===== config.mk =====
export PLATFORM = sky130hd
export DESIGN_NAME = pipeline_hazard_ctrl
export DESIGN_NICKNAME = d
export VERILOG_FILES = /design/src/rtl/pipeline_hazard_ctrl.sv
export SDC_FILE = /design/constraint.sdc
export NUM_CORES = 1
export LEC_CHECK = 0
export ABC_AREA = 1
export CORE_UTILIZATION = 50
export CTS_CLUSTER_SIZE = 20
export DETAILED_ROUTE_END_ITERATION = 12
export PLACE_DENSITY = 0.89
export SLEW_MARGIN = 20
export SYNTH_ARGS = -nofsm -noshare
export SYNTH_HDL_FRONTEND = slang
export SYNTH_SLANG_ARGS = --single-unit

===== constraint.sdc =====
create_clock -name clk -period 4.2 [get_ports clk]
set_input_delay 1.26 -clock clk [delete_from_list [all_inputs] [get_ports clk]]
set_output_delay 1.26 -clock clk [all_outputs]
set_load 0.03 [all_outputs]

===== src/rtl/pipeline_hazard_ctrl.sv =====
// Load-use stall, branch flush and forwarding-select control for an in-order pipeline.
// Optional performance counters are enabled by defining PIPE_HAZARD_PERF_EN.
module pipeline_hazard_ctrl #(
  parameter int REG_ADDR_W = 5,
  parameter int DEPTH      = 3,
  localparam int FWD_W     = $clog2(DEPTH + 1)
) (
  input  logic                  clk,
  input  logic                  rst,
  input  logic                  id_valid,
  input  logic [REG_ADDR_W-1:0] id_rs1,
  input  logic [REG_ADDR_W-1:0] id_rs2,
  input  logic                  id_rs1_used,
  input  logic                  id_rs2_used,
  input  logic [REG_ADDR_W-1:0] id_rd,
  input  logic                  id_wr_en,
  input  logic                  id_is_load,
  input  logic                  br_taken,
  input  logic                  ext_stall,
  output logic                  stall,
  output logic                  bubble_ex,
  output logic                  flush_if_id,
  output logic [FWD_W-1:0]      fwd_a,
  output logic [FWD_W-1:0]      fwd_b
`ifdef PIPE_HAZARD_PERF_EN
  ,
  output logic [31:0]           perf_stall_cnt,
  output logic [31:0]           perf_flush_cnt
`endif
);

  // Entry k describes the instruction currently in stage EXE+k.
  logic [DEPTH-1:0]      entValid;
  logic [DEPTH-1:0]      entIsLoad;
  logic [REG_ADDR_W-1:0] entRd [DEPTH];

  logic rs1Live;
  logic rs2Live;
  logic idWriter;
  logic loadUse;

  assign rs1Live  = id_rs1_used & (id_rs1 != '0);
  assign rs2Live  = id_rs2_used & (id_rs2 != '0);
  assign idWriter = id_valid & id_wr_en & (id_rd != '0);

  assign loadUse = id_valid & entValid[0] & entIsLoad[0] &
                   ((rs1Live & (id_rs1 == entRd[0])) |
                    (rs2Live & (id_rs2 == entRd[0])));

  // A freeze masks everything; a taken branch already squashes the dependent instruction.
  assign stall       = ext_stall | (loadUse & ~br_taken);
  assign bubble_ex   = ~ext_stall & (br_taken | loadUse);
  assign flush_if_id = ~ext_stall & br_taken;

  // Scan oldest to youngest so the youngest matching producer overrides.
  always_comb begin
    fwd_a = '0;
    fwd_b = '0;
    for (int k = DEPTH - 1; k >= 0; k--) begin
      if (rs1Live && entValid[k] && (entRd[k] == id_rs1)) begin
        fwd_a = FWD_W'(k + 1);
      end
      if (rs2Live && entValid[k] && (entRd[k] == id_rs2)) begin
        fwd_b = FWD_W'(k + 1);
      end
    end
  end

  always_ff @(posedge clk or negedge rst) begin
    if (!rst) begin
      entValid  <= '0;
      entIsLoad <= '0;
      for (int k = 0; k < DEPTH; k++) begin
        entRd[k] <= '0;
      end
    end else if (!ext_stall) begin
      for (int k = 1; k < DEPTH; k++) begin
        entValid[k]  <= entValid[k-1];
        entIsLoad[k] <= entIsLoad[k-1];
        entRd[k]     <= entRd[k-1];
      end
      entValid[0]  <= idWriter & ~bubble_ex;
      entIsLoad[0] <= id_is_load;
      entRd[0]     <= id_rd;
    end
  end

`ifdef PIPE_HAZARD_PERF_EN
  logic stallEvent;

  assign stallEvent = loadUse & ~br_taken & ~ext_stall;

  // Both counters saturate rather than wrap.
  always_ff @(posedge clk or negedge rst) begin
    if (!rst) begin
      perf_stall_cnt <= '0;
      perf_flush_cnt <= '0;
    end else begin
      if (stallEvent && (perf_stall_cnt != 32'hFFFF_FFFF)) begin
        perf_stall_cnt <= perf_stall_cnt + 32'd1;
      end
      if (flush_if_id && (perf_flush_cnt != 32'hFFFF_FFFF)) begin
        perf_flush_cnt <= perf_flush_cnt + 32'd1;
      end
    end
  end
`endif

endmodule


======== Word-level counts from Yosys, hierarchy flattened ========
Cells that the tools add are included.
cells by class
  reduce and logical (&&, ||, !) cells .... 15
  equality and inequality tests ........... 8
  bitwise logic cells ..................... 19
  mux-type cells .......................... 6
operators by type and width
  kind                 count
  $eq A5 B5 Y1         8
  $reduce_bool A5 Y1   3
  $and A1 B1 Y1        13
  $logic_and A1 B1 Y1  12
  $mux W2              6
  $not A1 Y1           3
  $or A1 B1 Y1         3
word-level totals
  bits in registers ....................... 19
  output and inout bits ................... 7
  input port bits ......................... 24
  logic and storage cells ................. 53

======== Depth between registers and ports, before layout ========
Gate-level depths: netlist of the first run.
  depth after elaboration ................. 9
  gate-level depth with buffers ........... 10
  depth with buffers taken out ............ 10

======== Least setup slack after synthesis of the first run ========
Ideal clock, no wire load.
  path type ............................... input -> output
  from .................................... input id_rs1[2]
  to ...................................... output fwd_a[1]
  data required time ...................... 2.940 ns
  buffers on the path ..................... 0
  stages on the path ...................... 5
  path slack .............................. 0.705 ns
  arrival time ............................ 2.235 ns
  path through ............................ xor2_1 > a21oi_1 > nor2b_1 > nand3_2 > a21oi_1
between the ends
  word-level cells in the longest chain between the ends .. 7
  elaborated cells on any way between the ends .. 14
  those cells by class .................... eq/ne (3); mux (3); bitwise (1); reduce/logical (7)
ends and longest elaborated chain
  item                              RTL line  RTL
  from (decl)                       11        input logic [REG_ADDR_W-1:0] id_rs1,
  $reduce_bool A5 Y1                42        assign rs1Live = id_rs1_used & (id_rs1 != '0);
  $and A1 B1 Y1                     42
  $logic_and A1 B1 Y1 (2 in a row)  60        if (rs1Live && entValid[k] && (entRd[k] == id_rs1)) begin
  $mux W2 (2 in a row)              60
  $mux W2 *                         60
  to (decl)                         23        output logic [FWD_W-1:0] fwd_a,
Mark *: on every way between the ends. The rest lies on a longest branch, timed or not.

======== Final worst setup path of the first run ========
  from .................................... input id_rs2[2]
  to ...................................... output fwd_b[1]
between the ends
  word-level cells in the longest chain between the ends .. 7
  elaborated cells on any way between the ends .. 14
  those cells by class .................... eq/ne (3); mux (3); bitwise (1); reduce/logical (7)
ends and longest elaborated chain
  item                              RTL line  RTL
  from (decl)                       12        input logic [REG_ADDR_W-1:0] id_rs2,
  $reduce_bool A5 Y1                43        assign rs2Live = id_rs2_used & (id_rs2 != '0);
  $and A1 B1 Y1                     43
  $logic_and A1 B1 Y1 (2 in a row)  63        if (rs2Live && entValid[k] && (entRd[k] == id_rs2)) begin
  $mux W2 (2 in a row)              63
  $mux W2 *                         63
  to (decl)                         24        output logic [FWD_W-1:0] fwd_b
Marked as above.

==> results.sh, run 1 <==
export IMPL_coreArea_um2=2300
export IMPL_r2r_start="entRd[11]"
export IMPL_critPathLaunch="id_rs2[2]"
export IMPL_path_cells="clkdlybuf4s50_1 -> xnor2_1 -> nand3_1 -> nor3_1 -> nand3_1 -> a21oi_1 -> buf_4"
export IMPL_clk_latency_ps=290
export IMPL_holdWs_ps=498
export IMPL_netSwitchingFraction=0.321
export IMPL_ant_nets=0
export IMPL_maxSlewViolCount=0
export IMPL_start_kind="input pin"
export IMPL_holdBufCountCts=0
export IMPL_p_sw_mw=0.139
export IMPL_skew_ps=5.36
export IMPL_setup_tns_ps=0
export IMPL_synthCells=172
export IMPL_power_frac_comb=0.280
export IMPL_status="finished clean"
export IMPL_synth_fp_nets=196
export IMPL_rsz0062_at_grt="false"
export IMPL_max_cap_violations=0
export IMPL_htree_num_levels=1
export IMPL_p_leak_nw=0.773
export IMPL_crit_fanout=4
export IMPL_cts_sinks=19
export IMPL_fin_cells=233
export IMPL_crit_path_top_delay_cell="clkdlybuf4s50_1"
export IMPL_via_per_inst=5.32
export IMPL_clk_path_buf_depth=2
export IMPL_cts_resized=0
export IMPL_die_h_um=52.2
export IMPL_cts_setup_buffers=0
export IMPL_post_dp_cell_area_um2=1580
export IMPL_grt_pass1_vias=1241
export IMPL_grt_remaining_overflow=0
export IMPL_seq_power_share=0.513
export IMPL_pin_count=31
export IMPL_r2r_end="entValid[0]"
export IMPL_grt_use_total=0.248
export IMPL_vdd_ir_drop_max_v=0.000160
export IMPL_cts_clk_slew_worst_paths_ps=100
export IMPL_layout_commonest_cell="nand2_1"
export IMPL_cts_tree="yes"
export IMPL_layout_drive_gt1_share=0.117
export IMPL_syn2layout_area_growth_pct=27.6
export IMPL_fin_crit_sh=0.952
export IMPL_num_rows=17
export IMPL_synth_area_um2=1260
export IMPL_antenna_cells=0
export IMPL_numCtsBuffers=3
export IMPL_synth_area_per_cell_um2=7.32
export IMPL_design_area_um2=1610
export IMPL_antenna_found_initial=0
export IMPL_wl_per_cell_um=12.5
export IMPL_hold_class="reg -> reg"
export IMPL_p_clk_frac=0.206
export IMPL_cts_root_buffer="clkbuf_4"
export IMPL_ys_warnings_count=0
export IMPL_period_needed_ps=4000
export IMPL_dr_pass1_iters=4
export IMPL_cp_required_ps=2940
export IMPL_synth_cell_types=25
export IMPL_setup_viol=0
export IMPL_nets=230
export IMPL_place_congestion=0.983
export IMPL_synth_seq_cells=19
export IMPL_crit_end="fwd_b[1]"
export IMPL_synth_seq_area_share=0.378
export IMPL_tightest_slew_ps=839
export IMPL_regToRegSetupSlack_ps=2900
export IMPL_crit_arrival_ps=2740
export IMPL_start_util=0.548
export IMPL_drc=0
export IMPL_drtIter0Drc=35
export IMPL_worst_setup_path_type="in -> out"
export IMPL_die_w_um=52.2
export IMPL_vias=1240
export IMPL_layout_common_cells="nand2_1, clkdlybuf4s50_1, inv_1, dfrtp_1, o21ai_0"
export IMPL_dp_cells=229
export IMPL_grt_pass1_wl_um=4900
export IMPL_slowest_delay_ps=590
export IMPL_die_area_um2=2720
export IMPL_powerDensity_nw_per_um2=271
export IMPL_critPathMostFrequentCell="nand3_1"
export IMPL_wl_um=2920
export IMPL_relSlewSlack=0.439
export IMPL_dp_hpwl_um=2350
export IMPL_critPathCaptureType="output pin"
export IMPL_max_freq_mhz=250
export IMPL_internal_power_mw=0.296
export IMPL_finalHoldViolations=0
export IMPL_worstRegToRegCells=10
export IMPL_port_buffers=30
export IMPL_grt_start_max_net_pins=20
==> worst min path at each step <==
| stage | start | to | slack, ps | cells past startpoint |
|---|---|---|---|---|
| after floorplan | entIsLoad[0] | entIsLoad[0] | 450 | 2 |
| after global placement | entIsLoad[0] | entIsLoad[0] | 470 | 2 |
| after detailed placement | entIsLoad[0] | entIsLoad[0] | 490 | 2 |
| after CTS | entIsLoad[0] | entIsLoad[0] | 510 | 2 |
| after global routing | entIsLoad[0] | entIsLoad[0] | 540 | 2 |
| final | entIsLoad[0] | entIsLoad[0] | 500 | 2 |
==> critical path: cells and delay by family <==
kind            cells  cell delay (ps)
compound gates      1              180
buf+inv             2              780
xor+xnor            1              150
simple gates        3              370
==> per-layer routing <==
metal  vias to the layer above  part of all wire  track usage
met2                        46              0.49        0.442
met3                         6             0.045       0.0319
met5                         -                 0            0
met4                         0             0.016        0.123
met1                       573              0.45        0.289
li1                        615                 -            -
==> through the flow <==
step | power, mW | setup slack, ps | util
floorplan | 0.292 | 705 | -
global placement | 0.341 | 295 | 0.688
detailed placement | 0.347 | 229 | 0.688
CTS | 0.437 | 228 | 0.699
global route | 0.462 | 80.5 | 0.699
finish | 0.435 | 201 | 0.699
==> cell usage after synthesis <==
cell type | n | area, um^2
clkbuf_1 | 3 | 11.3
nor2b_1 | 1 | 6.26
or2_2 | 1 | 6.26
o21bai_1 | 1 | 7.51
a21oi_1 | 8 | 40.0
dfrtp_1 | 19 | 475
nand3_1 | 6 | 30.0
or2_0 | 1 | 6.26
o21a_1 | 1 | 7.51
xnor2_1 | 6 | 52.6
o211ai_1 | 1 | 7.51
nand2_2 | 2 | 12.5
nor2_1 | 14 | 52.6
inv_1 | 19 | 71.3
o21ai_1 | 2 | 10.0
inv_2 | 4 | 15.0
nand2_1 | 41 | 154
o21ai_0 | 15 | 75.1
o22ai_1 | 2 | 12.5
xor2_1 | 14 | 123
nand4_1 | 3 | 18.8
nor3_1 | 2 | 10.0
nor2_2 | 1 | 6.26
nand3_2 | 4 | 40.0
a21boi_0 | 1 | 7.51
==> power groups by stage <==
| stage | Clock (mW) | Combinational (mW) | Sequential [mW] |
|---|---|---|---|
| after floorplan | 0 | 0.0712 | 0.221 |
| after global placement | 0 | 0.115 | 0.226 |
| after detailed placement | 0 | 0.120 | 0.227 |
| after CTS | 0.0932 | 0.121 | 0.223 |
| after global routing | 0.0991 | 0.136 | 0.227 |
| final | 0.0897 | 0.122 | 0.223 |
==> layout make-up <==
class	count	area, um^2
multi-input combinational	127	686
clock buffer	4	26.3
inverter	23	86.3
tap	28	35.0
fill	183	691
sequential	19	475
timing repair buffer	32	298
==> state kept, by name (all words and copies together), names as in the netlist <==
| register | flops |
|---|---|
| entIsLoad | 1 |
| entRd | 15 |
| entValid | 3 |
==> kinds of logic (layout without fill, tap and decap cells) <==
group	Yosys count	in the layout	share of synthesized area
and+or+nand+nor	76	76	0.272
AOI/OAI and AO/OA	31	31	0.133
buffers and inverters	26	59	0.0775
xor gates and xnor gates	20	20	0.139
DFF	19	19	0.378
Power figures use the tool's default switching activity.
==> run 2: changes to the inputs <==
--- a/config.mk
+++ b/config.mk
@@ -6,10 +6,10 @@
 export NUM_CORES = 1
 export LEC_CHECK = 0
 export ABC_AREA = 1
-export CORE_UTILIZATION = 50
+export CORE_UTILIZATION = 44
 export CTS_CLUSTER_SIZE = 20
 export DETAILED_ROUTE_END_ITERATION = 12
-export PLACE_DENSITY = 0.89
+export PLACE_DENSITY = 0.83
 export SLEW_MARGIN = 20
 export SYNTH_ARGS = -nofsm -noshare
 export SYNTH_HDL_FRONTEND = slang
==> constraint.sdc (replaced) <==
create_clock -name clk -period 3.5 [get_ports clk]
set_input_delay 1.05 -clock clk [delete_from_list [all_inputs] [get_ports clk]]
set_output_delay 1.05 -clock clk [all_outputs]
set_load 0.03 [all_outputs]
==> run 2 against run 1 <==
- core utilization shrank 11 points
- clock power grew 24%
- register-to-register slack lost 790 ps
- flip-flop and latch count is the same
- global-route usage shrank 5.7 points
- die area grew 13%
- first-iteration DRC count grew 29%
- highest routed layer unchanged
==> results.sh, run 2 (same netlist as run 1, synthesis figures left out) <==
export IMPL_cts_root_buffer="clkbuf_4"
export IMPL_htree_num_levels=1
export IMPL_drc=0
export IMPL_slowest_delay_ps=290
export IMPL_period_needed_ps=3290
export IMPL_die_w_um=55.5
export IMPL_path_cells="dlygate4sd2_1 -> xor2_1 -> nor2_1 -> nand3_2 -> nor2_2 -> o21bai_1 -> buf_4"
export IMPL_max_freq_mhz=304
export IMPL_rsz0062_at_grt="false"
export IMPL_start_util=0.460
export IMPL_vias=1175
export IMPL_worst_setup_path_type="in -> out"
export IMPL_syn2layout_area_growth_pct=29.0
export IMPL_crit_arrival_ps=2240
export IMPL_pin_count=31
export IMPL_p_sw_mw=0.168
export IMPL_p_leak_nw=0.826
export IMPL_grt_use_met2=0.286
export IMPL_seq_power_share=0.516
export IMPL_wl_um=2720
export IMPL_internal_power_mw=0.352
export IMPL_die_h_um=55.5
export IMPL_dr_pass1_iters=4
export IMPL_met3_usage=0.0258
export IMPL_power_frac_comb=0.271
export IMPL_cts_clk_slew_worst_paths_ps=110
export IMPL_cts_tree="yes"
export IMPL_cts_sinks=19
export IMPL_layout_common_cells="nand2_1, dfrtp_1, inv_1"
export IMPL_vdd_ir_drop_max_v=0.000206
export IMPL_layout_drive_gt1_share=0.132
export IMPL_die_area_um2=3080
export IMPL_grt_pass1_vias=1056
export IMPL_status="finished clean"
export IMPL_post_dp_cell_area_um2=1580
export IMPL_p_clk_frac=0.213
export IMPL_drtIter0Drc=45
export IMPL_tightest_slew_ps=842
export IMPL_largest_reg_flops=15
export IMPL_coreArea_um2=2730
export IMPL_grt_use_total=0.191
export IMPL_antenna_cells=0
export IMPL_start_kind="input pin"
export IMPL_design_area_um2=1620
export IMPL_numCtsBuffers=3
export IMPL_cp_required_ps=2450
export IMPL_regMostFlops="entRd"
export IMPL_clk_latency_ps=290
export IMPL_dp_hpwl_um=2130
export IMPL_setup_viol=0
export IMPL_critPathCaptureType="output pin"
export IMPL_clk_path_buf_depth=2
export IMPL_port_buffers=30
export IMPL_antenna_found_initial=0
export IMPL_wl_per_cell_um=11.5
export IMPL_nets=230
export IMPL_hold_class="reg -> reg"
export IMPL_max_cap_violations=0
export IMPL_ant_nets=0
export IMPL_layout_commonest_cell="nand2_1"
export IMPL_grt_remaining_overflow=0
export IMPL_crit_path_top_delay_cell="dlygate4sd2_1"
export IMPL_gr_usage_met1=0.273
export IMPL_holdWs_ps=490
export IMPL_powerDensity_nw_per_um2=320
export IMPL_relSlewSlack=0.437
export IMPL_crit_family="buffers and inverters"
export IMPL_via_per_inst=4.98
export IMPL_finalHoldViolations=0
export IMPL_cp_buffers_inverters=2
export IMPL_netSwitchingFraction=0.323
export IMPL_skew_ps=6.83
export IMPL_grt_busiest_layer="met2"
export IMPL_num_rows=19
export IMPL_grt_start_max_net_pins=24
export IMPL_top_regs="entRd x15, entValid x3, entIsLoad x1"
export IMPL_fin_crit_sh=0.940
export IMPL_place_congestion=0.870
export IMPL_maxSlewViolCount=0
export IMPL_grt_pass1_wl_um=4620
export IMPL_crit_fanout=4
-- run 2: layer usage --
layer	up-vias	part of all wire
li1	616	-
met1	520	0.49
met2	35	0.45
met3	4	0.053
met4	0	0.015
met5	-	0
-- run 2: per-stage QoR --
step           power [mW]  setup slack (ps)   util  TNS [ps]  instances
6_report            0.520               212  0.594         0        236
2_1_floorplan       0.351               425      -         0        172
4_1_cts             0.524              3.17  0.587         0        236
3_5_place_dp        0.415             -55.8  0.579      -125        232
5_1_grt             0.556               106  0.594         0        236
3_3_place_gp        0.412             -39.9  0.579      -106        232
-- run 2: worst paths after layout --
| kind | start | end | slack (ps) | cells past startpoint |
|---|---|---|---|---|
| setup / recovery | id_rs1[4] | fwd_a[0] | 210 | 7 |
| hold / removal | entIsLoad[0] | entIsLoad[0] | 490 | 2 |
| setup reg to reg | entRd[13] | entValid[0] | 2110 | 8 |
| hold reg to reg | entIsLoad[0] | entIsLoad[0] | 490 | 2 |
| max in group asynchronous | rst | entRd[12] | 1750 | 1 |
| min in group asynchronous | rst | entRd[5] | 1230 | 1 |
-- run 2: power groups by stage --
stage | combinational [mW] | clock, mW | sequential [mW]
2_1_floorplan | 0.0854 | 0 | 0.265
4_1_cts | 0.141 | 0.115 | 0.268
5_1_grt | 0.159 | 0.125 | 0.272
3_3_place_gp | 0.140 | 0 | 0.272
3_5_place_dp | 0.142 | 0 | 0.272
6_report | 0.141 | 0.111 | 0.269
-- run 2: layout make-up --
class / instances / area (um^2)
Timing Repair Buffer: 32 / 304
Tap cell: 31 / 38.8
Clock buffer: 4 / 26.3
Sequential cell: 19 / 475
Multi-Input combinational cell: 127 / 693
Fill cell: 255 / 1110
Inverter: 23 / 86.3
-- run 2: what timing repair did --
| action | 4_1_cts | 5_1_grt |
|---|---|---|
| hold buffers | 0 | 0 |
| setup endpoints to repair | 4 | 6 |
| setup buffers | 0 | 0 |
| cloned | 0 | 0 |
| gates resized for setup | 5 | 8 |
| pin swaps | 1 | 0 |
-- run 2: worst min-delay path, delay by kind of cell (launching register included) --
| family | cells | cell delay (ps) |
|---|---|---|
| DFF | 1 | 360 |
| and+or+nand+nor | 2 | 100 |
==> run 3: changes to the inputs <==
--- a/config.mk
+++ b/config.mk
@@ -6,6 +6,7 @@
 export NUM_CORES = 1
 export LEC_CHECK = 0
 export ABC_AREA = 1
+export CAP_MARGIN = 20
 export CORE_UTILIZATION = 44
 export CTS_CLUSTER_SIZE = 20
 export DETAILED_ROUTE_END_ITERATION = 12
==> results of run 3 <==
Same layout as run 2: the final DEF is identical, and so are final timing and power.
